--- src/rtl/ps2_pkg.sv ---
// ps2_pkg: scan-code constants, parser states and the queued key-event type.
package ps2_pkg;
    localparam logic [7:0] SC_EXT  = 8'hE0;
    localparam logic [7:0] SC_BRK  = 8'hF0;
    localparam logic [7:0] SC_OVR0 = 8'h00;
    localparam logic [7:0] SC_OVR1 = 8'hFF;

    typedef enum logic [1:0] {
        ST_IDLE,
        ST_E0,
        ST_F0,
        ST_E0F0
    } ps2_state_t;

    typedef struct packed {
        logic       ext;
        logic       brk;
        logic [7:0] code;
    } evt_t;
endpackage

--- src/rtl/ps2_evt_fifo.sv ---
// ps2_evt_fifo: show-ahead key-event queue; push on full is accepted only alongside a pop.
module ps2_evt_fifo
    import ps2_pkg::*;
#(
    parameter int DEPTH = 4
) (
    input  logic                   CLK_clk_i,
    input  logic                   RST_rst_i,
    input  logic                   push,
    input  logic                   pop,
    input  evt_t                   din,
    output evt_t                   dout,
    output logic                   full,
    output logic                   empty,
    output logic [$clog2(DEPTH):0] count
);
    localparam int AW = $clog2(DEPTH);

    evt_t           mem [DEPTH];
    logic [AW-1:0]  wr_ptr, rd_ptr;
    logic           do_push, do_pop;

    assign empty   = count == '0;
    assign full    = count == (AW+1)'(DEPTH);
    assign do_pop  = pop & ~empty;
    assign do_push = push & (~full | do_pop);
    assign dout    = empty ? '0 : mem[rd_ptr];

    always_ff @(posedge CLK_clk_i) begin
        if (RST_rst_i) begin
            wr_ptr <= '0;
            rd_ptr <= '0;
            count  <= '0;
        end else begin
            if (do_push) wr_ptr <= wr_ptr + 1'b1;
            if (do_pop) rd_ptr <= rd_ptr + 1'b1;
            count <= count + (AW+1)'(do_push) - (AW+1)'(do_pop);
        end
    end

    always_ff @(posedge CLK_clk_i) begin
        if (do_push) mem[wr_ptr] <= din;
    end
endmodule

--- src/rtl/ps2_kbd_ctrl.sv ---
// ps2_kbd_ctrl: folds E0/F0 prefixes into key events, queues them and flags
// framing, overrun, prefix-timeout and queue-overflow conditions.
module ps2_kbd_ctrl
    import ps2_pkg::*;
#(
    parameter int FIFO_DEPTH  = 4,
    parameter int TIMEOUT_CYC = 100000
) (
    input  logic       CLK_clk_i,
    input  logic       RST_rst_i,
    input  logic       rx_done_tick_i,
    input  logic [7:0] rx_data_i,
    input  logic       rx_start_bit_i,
    output logic       rx_en_o,
    output logic       evt_valid_o,
    output logic [7:0] evt_code_o,
    output logic       evt_break_o,
    output logic       evt_ext_o,
    input  logic       evt_pop_i,
    output logic       err_o,
    output logic       ovf_o,
    input  logic       ovf_clr_i
);
    localparam int CW = $clog2(FIFO_DEPTH) + 1;
    localparam int TW = $clog2(TIMEOUT_CYC);

    ps2_state_t     state, state_nxt;
    logic [TW-1:0]  tmo_cnt;
    logic [CW-1:0]  count;
    logic           tmo, ovr, pfx, push, err_nxt, full, empty;
    evt_t           evt_in, evt_head;

    assign ovr = rx_data_i == SC_OVR0 || rx_data_i == SC_OVR1;
    assign pfx = rx_data_i == SC_EXT || rx_data_i == SC_BRK;
    // A byte on the terminal-count cycle wins over the timeout.
    assign tmo = state != ST_IDLE && !rx_done_tick_i && tmo_cnt == TW'(TIMEOUT_CYC - 1);

    always_ff @(posedge CLK_clk_i) begin
        if (RST_rst_i) state <= ST_IDLE;
        else state <= state_nxt;
    end

    always_comb begin
        state_nxt = state;
        if (rx_done_tick_i) begin
            if (rx_start_bit_i) state_nxt = ST_IDLE;
            else case (state)
                ST_IDLE: state_nxt = rx_data_i == SC_EXT ? ST_E0 : rx_data_i == SC_BRK ? ST_F0 : ST_IDLE;
                ST_E0:   state_nxt = rx_data_i == SC_BRK ? ST_E0F0 : rx_data_i == SC_EXT ? ST_E0 : ST_IDLE;
                default: state_nxt = ST_IDLE;
            endcase
        end else if (tmo) state_nxt = ST_IDLE;
    end

    always_comb begin
        push    = 1'b0;
        err_nxt = tmo;
        evt_in  = {state == ST_E0 || state == ST_E0F0, state == ST_F0 || state == ST_E0F0, rx_data_i};
        if (rx_done_tick_i) begin
            if (rx_start_bit_i || ovr) err_nxt = 1'b1;
            else if (state == ST_F0 || state == ST_E0F0) begin
                err_nxt = pfx;
                push    = !pfx;
            end else push = !pfx;
        end
    end

    always_ff @(posedge CLK_clk_i) begin
        if (RST_rst_i || rx_done_tick_i || state_nxt == ST_IDLE) tmo_cnt <= '0;
        else if (tmo_cnt != '1) tmo_cnt <= tmo_cnt + 1'b1;
    end

    always_ff @(posedge CLK_clk_i) begin
        if (RST_rst_i) begin
            err_o <= 1'b0;
            ovf_o <= 1'b0;
        end else begin
            err_o <= err_nxt;
            ovf_o <= (push & full & ~evt_pop_i) | (ovf_o & ~ovf_clr_i);
        end
    end

    ps2_evt_fifo #(.DEPTH(FIFO_DEPTH)) u_fifo (
        .CLK_clk_i (CLK_clk_i),
        .RST_rst_i (RST_rst_i),
        .push      (push),
        .pop       (evt_pop_i),
        .din       (evt_in),
        .dout      (evt_head),
        .full      (full),
        .empty     (empty),
        .count     (count)
    );

    assign rx_en_o     = ~RST_rst_i & (count != CW'(FIFO_DEPTH));
    assign evt_valid_o = ~empty;
    assign {evt_ext_o, evt_break_o, evt_code_o} = evt_head;
endmodule

--- config.mk ---
export PLATFORM = sky130hd
export DESIGN_NAME = ps2_kbd_ctrl
export DESIGN_NICKNAME = d
export VERILOG_FILES = /design/src/rtl/ps2_pkg.sv /design/src/rtl/ps2_evt_fifo.sv /design/src/rtl/ps2_kbd_ctrl.sv
export SDC_FILE = /design/constraint.sdc
export NUM_CORES = 1
export LEC_CHECK = 0
export ABC_CLOCK_PERIOD_IN_PS = 3990
export CORE_UTILIZATION = 25
export DETAILED_ROUTE_END_ITERATION = 8
export GPL_ROUTABILITY_DRIVEN = 0
export PLACE_DENSITY = 0.4
export SLEW_MARGIN = 25
export SYNTH_ARGS = -nofsm -noshare
export SYNTH_HDL_FRONTEND = slang
export SYNTH_SLANG_ARGS = --single-unit
--- constraint.sdc ---
create_clock -name CLK_clk_i -period 3.99 [get_ports CLK_clk_i]
set_input_delay 1.197 -clock CLK_clk_i [delete_from_list [all_inputs] [get_ports CLK_clk_i]]
set_output_delay 1.197 -clock CLK_clk_i [all_outputs]
set_load 0.02 [all_outputs]
==> qor.csv <==
stage;metric;value;unit
clocking;Skew-Pair Late Insertion Delay;0.32;ns
synth;simple-gate share of the synthesized area;14.8;%
global_routing;pin count of the biggest net entering global routing;22;
cells_and_area;Register Area;1800;um2
routing;via count;1991;
cells_and_area;most frequent cells in the layout;edfxtp_1, dfxtp_1, clkdlybuf4s50_1, nor2_1, and2_1;
worst_setup_path;buffers and inverters on the worst path;2;
global_routing;first-pass GRT wire length;11000;um
worst_setup_path;Worst path top cell family by delay;buffers and inverters;
global_routing;initial antenna violation count;0;
cells_and_area;ANT cells;0;
power;clock network fraction of design power;33.2;%
synth;Synth Area in XOR/XNOR;5.63;%
power;Switching Fraction;27.8;%
power;Comb power frac;26.2;%
routing;drt first pass iters;4;
clocking;hold buffer count at CTS;0;
worst_setup_path;capture point of the worst reg-to-reg path;tmo_cnt[15]$_SDFFE_PP0P_;
cells_and_area;Layout area overhead;25.7;%
routing;drt wl/cell;14.6;um
floorplanning;Cell Rows;40;
worst_setup_path;largest stage delay on the critical path;0.63;ns
clocking;Setup Buffers After CTS;0;
hold_path;hold path cells;2;
synth;Yosys reg bits;70;
timing;Sum Neg Setup Slack;0;ns
power;leakage;0.00128;uW
power;peak supply drop;186;uV
worst_setup_path;Worst R2R Path Depth;9;
clocking;CTS resizes;0;
run_status;status;finished clean;
worst_setup_path;CP Capture Type;primary output;
clocking;clk root buf;clkbuf_16;
synth;largest family of logic cells by synthesized area;simple AND/OR/NAND/NOR gates;
place;half-perimeter wire length after placement;4520;um
cells_and_area;Final #Nets;306;
floorplanning;Die X;114;um
clocking;clock sink count;70;
routing;DRT iter0 DRCs;93;
worst_setup_path;R2R Setup Slk;1.31;ns
synth;syn avg cell area;12.8;um2
worst_setup_path;critical path class;in2out;
routing;drt drc;0;
routing;ANT nets after route;0;
cells_and_area;Final Non-Filler Cells;456;
place;dpl cells;440;
place;IO Port Bufs;27;
cells_and_area;most common cell after layout, fill and taps aside;edfxtp_1;
job;number of max-cap violations;0;
timing;Tmin final;3.62;ns
worst_setup_path;CP dominant cell by count;clkdlybuf4s50_1;
routing;vias per cell;4.37;
worst_setup_path;slowest CP cell;clkdlybuf4s50_1;
floorplanning;Core Area;12100;um2
synth;synthesized netlist cell count;244;
hold_path;hold path start;u_fifo.rd_ptr[1]$_SDFFE_PP0P_;
timing;Max Fclk;276;MHz
timing;crit share post-route;90.6;%
cells_and_area;Multi-input gate area;1240;um2
global_routing;total grt overflow;0;
synth;post-synthesis compound-gate area fraction;7.08;%
worst_setup_path;CP required;2.79;ns
timing;Final Max Tran Viols;0;
synth;Post-Syn Nets;267;
synth;post-synthesis cell type count;35;
routing;WL final;6660;um
synth;Synth Cell Area;3110;um2
power;Power Density;541;nW/um2
power;total power;2120;uW
power;sequential share of power;40.6;%
global_routing;number of global-route vias before repair;2026;
worst_setup_path;largest fanout on the critical path;2;
synth;part of the Yosys area used for sequential elements;57.9;%
timing;Final Hold Violating Endpoints;0;
worst_setup_path;startpoint types;primary input;
cells_and_area;fillers;1225;
timing;final setup fails;0;
timing;final setup skew;0.00402;ns
global_routing;All-Layer GR Usage;11.3;%
worst_setup_path;reg2reg start;tmo_cnt[2]$_SDFFE_PP0P_;
synth;multiplexer share of the synthesized area;8.20;%
worst_setup_path;crit path DAT;2.42;ns
synth;Synthesis Warnings;0;
clocking;htree depth;3;
clocking;CTS clk-pin slew, worst paths;0.06;ns
power;internal power;1530;uW
timing;Relative slew margins;57.5;%
floorplanning;Boundary Pins;28;
hold_path;Worst Hold Path EP;u_fifo.rd_ptr[1]$_SDFFE_PP0P_;
clocking;TritonCTS clock tree;yes;
floorplanning;Starting Density;25.8;%
hold_path;Hold Crit Class;reg2reg;
worst_setup_path;Cell Chain, Critical Path;clkdlybuf4s50_1, a21oi_1, clkdlybuf4s50_1;
cells_and_area;layout cells sized above 1;14.2;%
clocking;Max clock buf depth;2;
clocking;cts bufs inserted;9;
synth;Adder-Cell Fraction of Synth Area;3.86;%
timing;Slew @ Worst Pin;0.635;ns
timing;RSZ-0062 raised after global routing;no;
power;Psw;589;uW
floorplanning;die height;114;um
floorplanning;die area;12900;um2
-- cells by family (layout without fill, tap and decap cells) --
| kind of cell | after synthesis | after routing |
|---|---|---|
| AOI/OAI and AO/OA | 27 | 27 |
| xor gates and xnor gates | 20 | 20 |
| adders and majority gates | 9 | 9 |
| buffers and inverters | 21 | 65 |
| DFF | 70 | 70 |
| muxes | 13 | 13 |
| and+or+nand+nor | 84 | 84 |
-- cell type report --
cell class,instances,share of cell area [%]
sequential,70,46.1
multi-input combinational,153,31.6
timing repair buffer,40,9.40
clock buffer,12,6.05
tap,168,5.37
inverter,9,0.864
clock inverter,4,0.640
-- per-layer routing --
metal	part of all wire [%]	track usage, %	routed length [um]	up-vias
li1	-	-	-	979
met1	47	13.9	3110	969
met2	49	19.3	3260	34
met3	3.2	2.98	216	9
met4	1.2	3.42	80	0
met5	0	0	0	-
-- per-stage QoR --
| stage | util (%) | setup slack, ns | hold slack [ns] | cell area [um2] |
|---|---|---|---|---|
| final | 32.4 | 0.373 | 0.533 | 3910 |
| after global routing | 32.4 | 0.303 | 0.569 | 3910 |
| after CTS | 32.4 | 0.347 | 0.541 | 3910 |
| after detailed placement | 30.2 | 0.233 | 0.519 | 3640 |
| after global placement | 30.2 | 0.307 | 0.517 | 3640 |
| after floorplan | - | 1.04 | 0.485 | 3110 |
-- worst max path at each step --
| stage | start | endpoint | slack (ns) | cells after the start |
|---|---|---|---|---|
| 2_1_floorplan | rx_data_i[1] | tmo_cnt[12]$_SDFFE_PP0P_ | 1.04 | 5 |
| 3_3_place_gp | rx_data_i[1] | tmo_cnt[12]$_SDFFE_PP0P_ | 0.31 | 6 |
| 3_5_place_dp | rx_data_i[1] | tmo_cnt[15]$_SDFFE_PP0P_ | 0.23 | 6 |
| 4_1_cts | RST_rst_i | rx_en_o | 0.35 | 3 |
| 5_1_grt | RST_rst_i | rx_en_o | 0.30 | 3 |
| 6_report | RST_rst_i | rx_en_o | 0.37 | 3 |
-- cells in the mapped netlist, drive strengths merged --
cell     count  share of area [%]
a2111oi      9                3.5
xor2         9                2.5
a21oi       14                2.3
nor3         3               0.48
nand4b       1               0.28
xnor2       11                3.1
inv          9                1.1
and2        15                3.0
ha           8                3.2
nor4b        3               0.84
mux4        10                7.2
nor2b        5                1.0
or4          2               0.60
a31oi        2               0.88
nor4         4               0.80
nor2        16                1.9
nand3b       1               0.24
edfxtp      40                 39
clkbuf       8               0.97
nand4        6                1.2
and3         3               0.60
dfxtp       30                 19
o211ai       1               0.24
buf          4               0.52
or3          2               0.56
mux2i        3               0.97
o31ai        1               0.24
nand2       13                1.6
fa           1               0.64
nand3       10                1.6
-- state kept, by name, summed over array words and instances (netlist names), named ones only --
signal,cells
err_o,1
u_fifo.rd_ptr,2
u_fifo.wr_ptr,2
u_fifo.count,3
tmo_cnt,17
u_fifo.mem,40
state,2
ovf_o,1
-- worst register-to-register path: stages (launching register included) --
cell and delay (ns):
dfxtp_1 0.41, and3_1 0.34, nand3_1 0.15, nor4_1 0.32, ha_1 0.35, nand3b_1 0.24
nor4_1 0.12, nor2b_1 0.17, xnor2_1 0.12, a2111oi_1 0.36
-- power by group through the flow --
stage	registers [uW]	logic [uW]	clock network [uW]
global placement	875	565	0
CTS	861	571	720
finish	859	555	703
detailed placement	876	568	0
global route	868	617	745
floorplan	860	348	0
(Power assumes the default switching activity.)
